$ cat src/rtl/cla_pkg.sv
// cla_pkg: shared constants for the carry-lookahead adder
package cla_pkg;
    localparam int CLA_GROUP = 4;
    localparam int CLA_DEFAULT_WIDTH = 4;
endpackage

$ cat src/rtl/cla_adder_lcu4.sv
// cla_lcu4: 4-bit lookahead unit producing flattened carries and group G/P
module cla_lcu4 (
    input  logic [3:0] g,
    input  logic [3:0] p,
    input  logic       ci,
    output logic [3:1] c,
    output logic       gg,
    output logic       pg
);
    assign c[1] = g[0] | (p[0] & ci);
    assign c[2] = g[1] | (p[1] & g[0]) | (p[1] & p[0] & ci);
    assign c[3] = g[2] | (p[2] & g[1]) | (p[2] & p[1] & g[0]) | (p[2] & p[1] & p[0] & ci);
    assign gg   = g[3] | (p[3] & g[2]) | (p[3] & p[2] & g[1]) | (p[3] & p[2] & p[1] & g[0]);
    assign pg   = &p;
endmodule

$ cat src/rtl/cla_adder.sv
// cla_adder: registered two-level carry-lookahead adder; CLA_OVERFLOW_EN adds signed-overflow output ovf
module cla_adder
    import cla_pkg::*;
#(
    parameter int WIDTH = CLA_DEFAULT_WIDTH
) (
    input  logic             clk,
    input  logic             rst,
    input  logic [WIDTH-1:0] a,
    input  logic [WIDTH-1:0] b,
    input  logic             cin,
    output logic [WIDTH-1:0] sum,
    output logic             cout,
    output logic             pg,
    output logic             gg
`ifdef CLA_OVERFLOW_EN
    ,
    output logic             ovf
`endif
);
    localparam int NG = WIDTH / CLA_GROUP;
    localparam int NS = (NG + CLA_GROUP - 1) / CLA_GROUP;
    if (WIDTH < CLA_GROUP || WIDTH % CLA_GROUP != 0) begin : g_bad_width
        $error("cla_adder: WIDTH must be a positive multiple of 4");
    end
    logic [WIDTH-1:0]    g, p, c;
    logic [NS*4-1:0]     grp_g, grp_p, gc;
    logic [NS-1:0]       sup_g, sup_p;
    logic [NS:0]         sc;
    logic                g_all;
    logic                unused_carries;
    assign g = a & b;
    assign p = a ^ b;
    for (genvar i = 0; i < NG; i++) begin : g_lvl1
        cla_lcu4 u_lcu (.g(g[4*i +: 4]), .p(p[4*i +: 4]), .ci(gc[i]), .c(c[4*i+1 +: 3]), .gg(grp_g[i]), .pg(grp_p[i]));
        assign c[4*i] = gc[i];
    end
    // Padding groups propagate so they are transparent to the upper level.
    for (genvar i = NG; i < NS*4; i++) begin : g_pad
        assign grp_g[i] = 1'b0;
        assign grp_p[i] = 1'b1;
    end
    for (genvar k = 0; k < NS; k++) begin : g_lvl2
        cla_lcu4 u_lcu (.g(grp_g[4*k +: 4]), .p(grp_p[4*k +: 4]), .ci(sc[k]), .c(gc[4*k+1 +: 3]), .gg(sup_g[k]), .pg(sup_p[k]));
        assign gc[4*k] = sc[k];
    end
    assign unused_carries = ^gc;
    // Super-group carries and the cin=0 generate across the whole word.
    always_comb begin
        sc[0] = cin;
        g_all = 1'b0;
        for (int k = 0; k < NS; k++) begin
            sc[k+1] = sup_g[k] | (sup_p[k] & sc[k]);
            g_all   = sup_g[k] | (sup_p[k] & g_all);
        end
    end
    // Output registers with synchronous reset taking priority.
    always_ff @(posedge clk) begin
        if (rst) begin
            sum  <= '0;
            cout <= 1'b0;
            pg   <= 1'b0;
            gg   <= 1'b0;
`ifdef CLA_OVERFLOW_EN
            ovf  <= 1'b0;
`endif
        end else begin
            sum  <= p ^ c;
            cout <= sc[NS];
            pg   <= &sup_p;
            gg   <= g_all;
`ifdef CLA_OVERFLOW_EN
            ovf  <= sc[NS] ^ c[WIDTH-1];
`endif
        end
    end
endmodule

$ cat config.mk
export PLATFORM = sky130hd
export DESIGN_NAME = cla_adder
export DESIGN_NICKNAME = d
export VERILOG_FILES = /design/src/rtl/cla_pkg.sv /design/src/rtl/cla_adder_lcu4.sv /design/src/rtl/cla_adder.sv
export SDC_FILE = /design/constraint.sdc
export NUM_CORES = 1
export LEC_CHECK = 0
export CAP_MARGIN = 25
export CORE_AREA = 2 2 39 41
export CTS_CLUSTER_SIZE = 12
export DETAILED_ROUTE_END_ITERATION = 6
export DIE_AREA = 0 0 41 43
export PLACE_DENSITY = 0.65
export SETUP_SLACK_MARGIN = 0.3
export SLEW_MARGIN = 25
export SYNTH_ARGS = -nofsm -noshare
export SYNTH_HDL_FRONTEND = slang
export SYNTH_SLANG_ARGS = --single-unit
$ cat constraint.sdc
create_clock -name clk -period 1.2 [get_ports clk]
set_input_delay 0.24 -clock clk [delete_from_list [all_inputs] [get_ports clk]]
set_output_delay 0.24 -clock clk [all_outputs]
set_load 0.01 [all_outputs]
# Word-level counts from Yosys, hierarchy flattened
# Cells that the tools add are included.
word_totals:
  regBits: 7
  in_bits: 11
  latchBits: 0
  n_memories: 0
  out_inout_bits: 7
  romBits: 0
  word_cells: 33
  mem_bits_rw: 0
op_classes:
  eq_ne: 0
  n_lt_le_gt_ge: 0
  mul: 0
  n_mux: 0
  addsub: 0
  n_bitwise: 28
  shift: 0
  n_div: 0
  n_reduce_logical: 1
ops:
  columns: ["op", "n"]
  rows:
  - ["$and 1x1->1", 15]
  - ["$or 1x1->1", 10]
  - ["$xor 4x4->4", 2]
  - ["$and 4x4->4", 1]
  - ["$reduce_and 4->1", 1]

# Logic depth before layout (Yosys ltp)
logic_depth:
  word_depth: 6
  ltp_mapped: 4
  mapped_depth_nobuf: 4

# Cells and area by module
# From an unflattened synthesis, not the netlist that was laid out.
unflattened:
  hier_cells: 43
  hier_area_um2: 389.1
by_module_without_submodules:
  columns: ["module", "cells_per_inst", "seq_area_each_um2", "area_per_inst_um2", "n_inst"]
  rows:
  - ["cla_adder", 25, 140.1, 271.5, 1]
  - ["cla_lcu4", 9, 0.0, 58.8, 2]

# Worst setup path after synthesis
# Ideal clock, no wire load.
synth_timing:
  path_type: "input to register"
  startpoint: "input port a[0]"
  endpoint: "register sum[3]"
  n_path_buf: 0
  path_stages: 4
  arrival_time_ns: 1.169
  setup_time_ns: 0.072
  required_time_ns: 1.128
  slack_ns: -0.040
  path_cell_list: "ha_1 > a211o_1 > a21oi_2 > mux2i_1"
synth_via:
  elab_chain_len: 5
  word_cells_on_any_way: 8
  cone_classes: "bitwise (8)"
synth_rtl:
  columns: ["element", "line_no", "source"]
  rows:
  - ["start: declaration", "cla_adder.sv:9", "input logic [WIDTH-1:0] a,"]
  - ["$and 4x4->4 / $xor 4x4->4 (equally long branches)", "cla_adder.sv:32, cla_adder.sv:33", null]
  - ["$and 1x1->1", "cla_adder_lcu4.sv:12", "assign c[3] = g[2] | (p[2] & g[1]) | (p[2] & p[1] & g[0]) | (p[2] & p[1] & p[0] & ci);"]
  - ["$or 1x1->1 / $and 1x1->1 (equally long branches)", "cla_adder_lcu4.sv:12", null]
  - ["$or 1x1->1 *", "cla_adder_lcu4.sv:12", null]
  - ["$xor 4x4->4 *", "cla_adder.sv:68", "sum <= p ^ c;"]
  - ["end signal: assignment", "cla_adder.sv:68", null]
  - ["end: declaration", "cla_adder.sv:12", "output logic [WIDTH-1:0] sum,"]
# Every way passes the cells marked *; elsewhere a longest branch is shown, timed or not.
# A chain may end at the register's enable or synchronous reset.

# Worst setup path after layout
# Ends and elaborated chain as after synthesis.

==> results.ini <==
[floorplanning]
ioPinCount=18
core_area_um2=1380
die_h_um=43
die_area_um2=1760
die_w_um=41
rows=14
start_util_pct=25.3

[critical_path]
path_cells=buf_6 -> ha_4 -> a211o_1 -> a21oi_2 -> mux2i_1
critPathMaxStageDelay_ps=280
path_delay_family=compound AO/OA/AOI/OAI gates
critPathLaunchType=primary input
crit_arrival_ps=1220
path_buf_inv=1
crit_slowest_cell=a211o_1
required_ps=1360
critPathKind=in2reg
cp-end-kind=flip-flop
critical_path.max_fanout=2

[cts]
cts_sinks=7
hold_buffers=0
clk_path_buf_depth=2
cts_tree=yes
cts_buffers=3
cts.root.buffer_cell=clkbuf_4
clkTransAtPathRegs_ps=50
htreeDepth=1

[sta]
fmax_mhz=951
fin_crit_ps=1050
tightest_slew_ps=197
max-slew-margin-rel_pct=86.8
period_share_pct=87.6
rsz0062_at_grt=yes
final-hold-violation-count=0
slew_viol_final=0
holdWs_ps=416
finalSetupViolCount=0
layout_setup_ws_ps=149

[yosys]
synth_edf_count=0
yosysWarnings=0
syn_inst=34
synth_async_sr_flop_share_pct=0
seq_area_frac_synth_pct=40.0
yosysUniqueCellTypes=19
syn_avg_cell_area_um2=10.3
synth_nets=50
ys.flop_type=dfxtp_1
syn-cell-area_um2=350
synth_seq_cells=7

[finish]
antennaDiodeCount=0
layout.nets=81
register_area_um2=140
multi_input_area_um2=283
final_layout_size_suffix_gt1_share_pct=64.1
post-route-util_pct=49.3
areaGrowthSynthToFinish_pct=94.6
fillers=145

[pwr]
p_leak_nw=0.321
max-vdd-ir-drop_v=0.000316
p_per_area_nw_per_um2=1020

[detailed_routing]
drt_pass1_iterations=4
routed_wirelength_um=761
drtIter0Drc=5
drcViolationCount=0
vias=355
vias_per_cell=4.44
wl_per_cell_um=9.51
ant_nets=0

[grt]
grt_max_degree=5
use_met3_pct=1.57
grtUsageMet1_pct=13.8
grt_pass1_wl_um=1320
met2_usage_pct=16.6
grt_busiest_layer=met2
grt_use_total_pct=10.8
grt_pass1_vias=337
antenna_found_initial=0
overflow=0

[placement]
io_buffer_count=17
post-place-ws_ps=-546
gp_congestion=0.792
dpl.hpwl_um=623

[hold_path]
hold_class=in2reg

[run]
maxCapViolCount=0

[status]
outcome=completed

==> cell usage after synthesis, types with 2 or more instances <==
library cell / instances / share of area [%]
nor2_1: 2 / 2.1
a211oi_1: 2 / 4.3
dfxtp_1: 7 / 40
o21ai_0: 2 / 2.9
ha_1: 4 / 14
inv_1: 3 / 3.2
nand2b_1: 2 / 3.6
==> logic make-up after synthesis <==
logic type                 after synthesis  synth area share (%)
AOI/OAI and AO/OA                       10                  20.4
buffers and inverters                    3                  3.21
DFF                                      7                  40.0
xor gates and xnor gates                 1                  2.50
adders and majority gates                5                  20.0
muxes                                    1                  2.86
and+or+nand+nor                          7                  11.1
==> worst min-delay path, cell delays in order <==
cell,delay (ps)
buf_2,100
ha_4,130
a21oi_2,30
o21ai_1,110
==> per-layer routing <==
metal,wire length (um),share of wire (%)
met1,314,41
met2,367,48
met3,79,10
met4,0,0
met5,0,0
==> final timing paths <==
kind                  start           endpoint  slack [ps]  depth (start not counted)
worst min-delay path   a[2]      gg$_SDFF_PP0_         420                          4
worst max-delay path   a[0]  sum[3]$_SDFF_PP0_         150                          5
==> report_power, final <==
| part | internal [mW] | switching [mW] | total [mW] |
|---|---|---|---|
| combinational | 0.137 | 0.101 | 0.238 |
| clock | 0.126 | 0.0748 | 0.201 |
| sequential | 0.255 | 0.00419 | 0.260 |
| total | 0.518 | 0.180 | 0.699 |
==> what timing repair did <==
action	in CTS	in global routing
pin swaps	11	5
setup buffers	3	0
gates resized for setup	72	2
endpoints found under the setup margin	14	13
endpoints found under the hold margin	0	0
==> flip-flops by register name, summed over array words and instances (netlist names) <==
signal / count
gg: 1
pg: 1
sum: 4
cout: 1
==> cell usage in the layout (no fill, tap or decap), types with 2 or more instances in the layout <==
master and count:
nor2_1 2, dfxtp_1 7, ha_4 4, a21oi_2 2, clkbuf_4 3, buf_4 6
buf_2 12, buf_6 4, clkdlybuf4s15_1 2
==> cell type report <==
class,count,area share [%]
clock buffers,4,3.85
repair buffers,26,28.4
inverters,3,2.75
multi-input cells,24,41.5
flip-flops and latches,7,20.6
well taps,16,2.94
==> metrics by stage <==
step	instance area, um2	instances	TNS (ps)	power (mW)
6_report	682	80	0	0.699
3_3_place_gp	626	73	-2610	0.487
2_1_floorplan	390	34	0	0.367
4_1_cts	669	80	0	0.702
3_5_place_dp	626	73	-2710	0.490
5_1_grt	682	80	0	0.761
No activity file was read; power rests on OpenSTA's default activity.
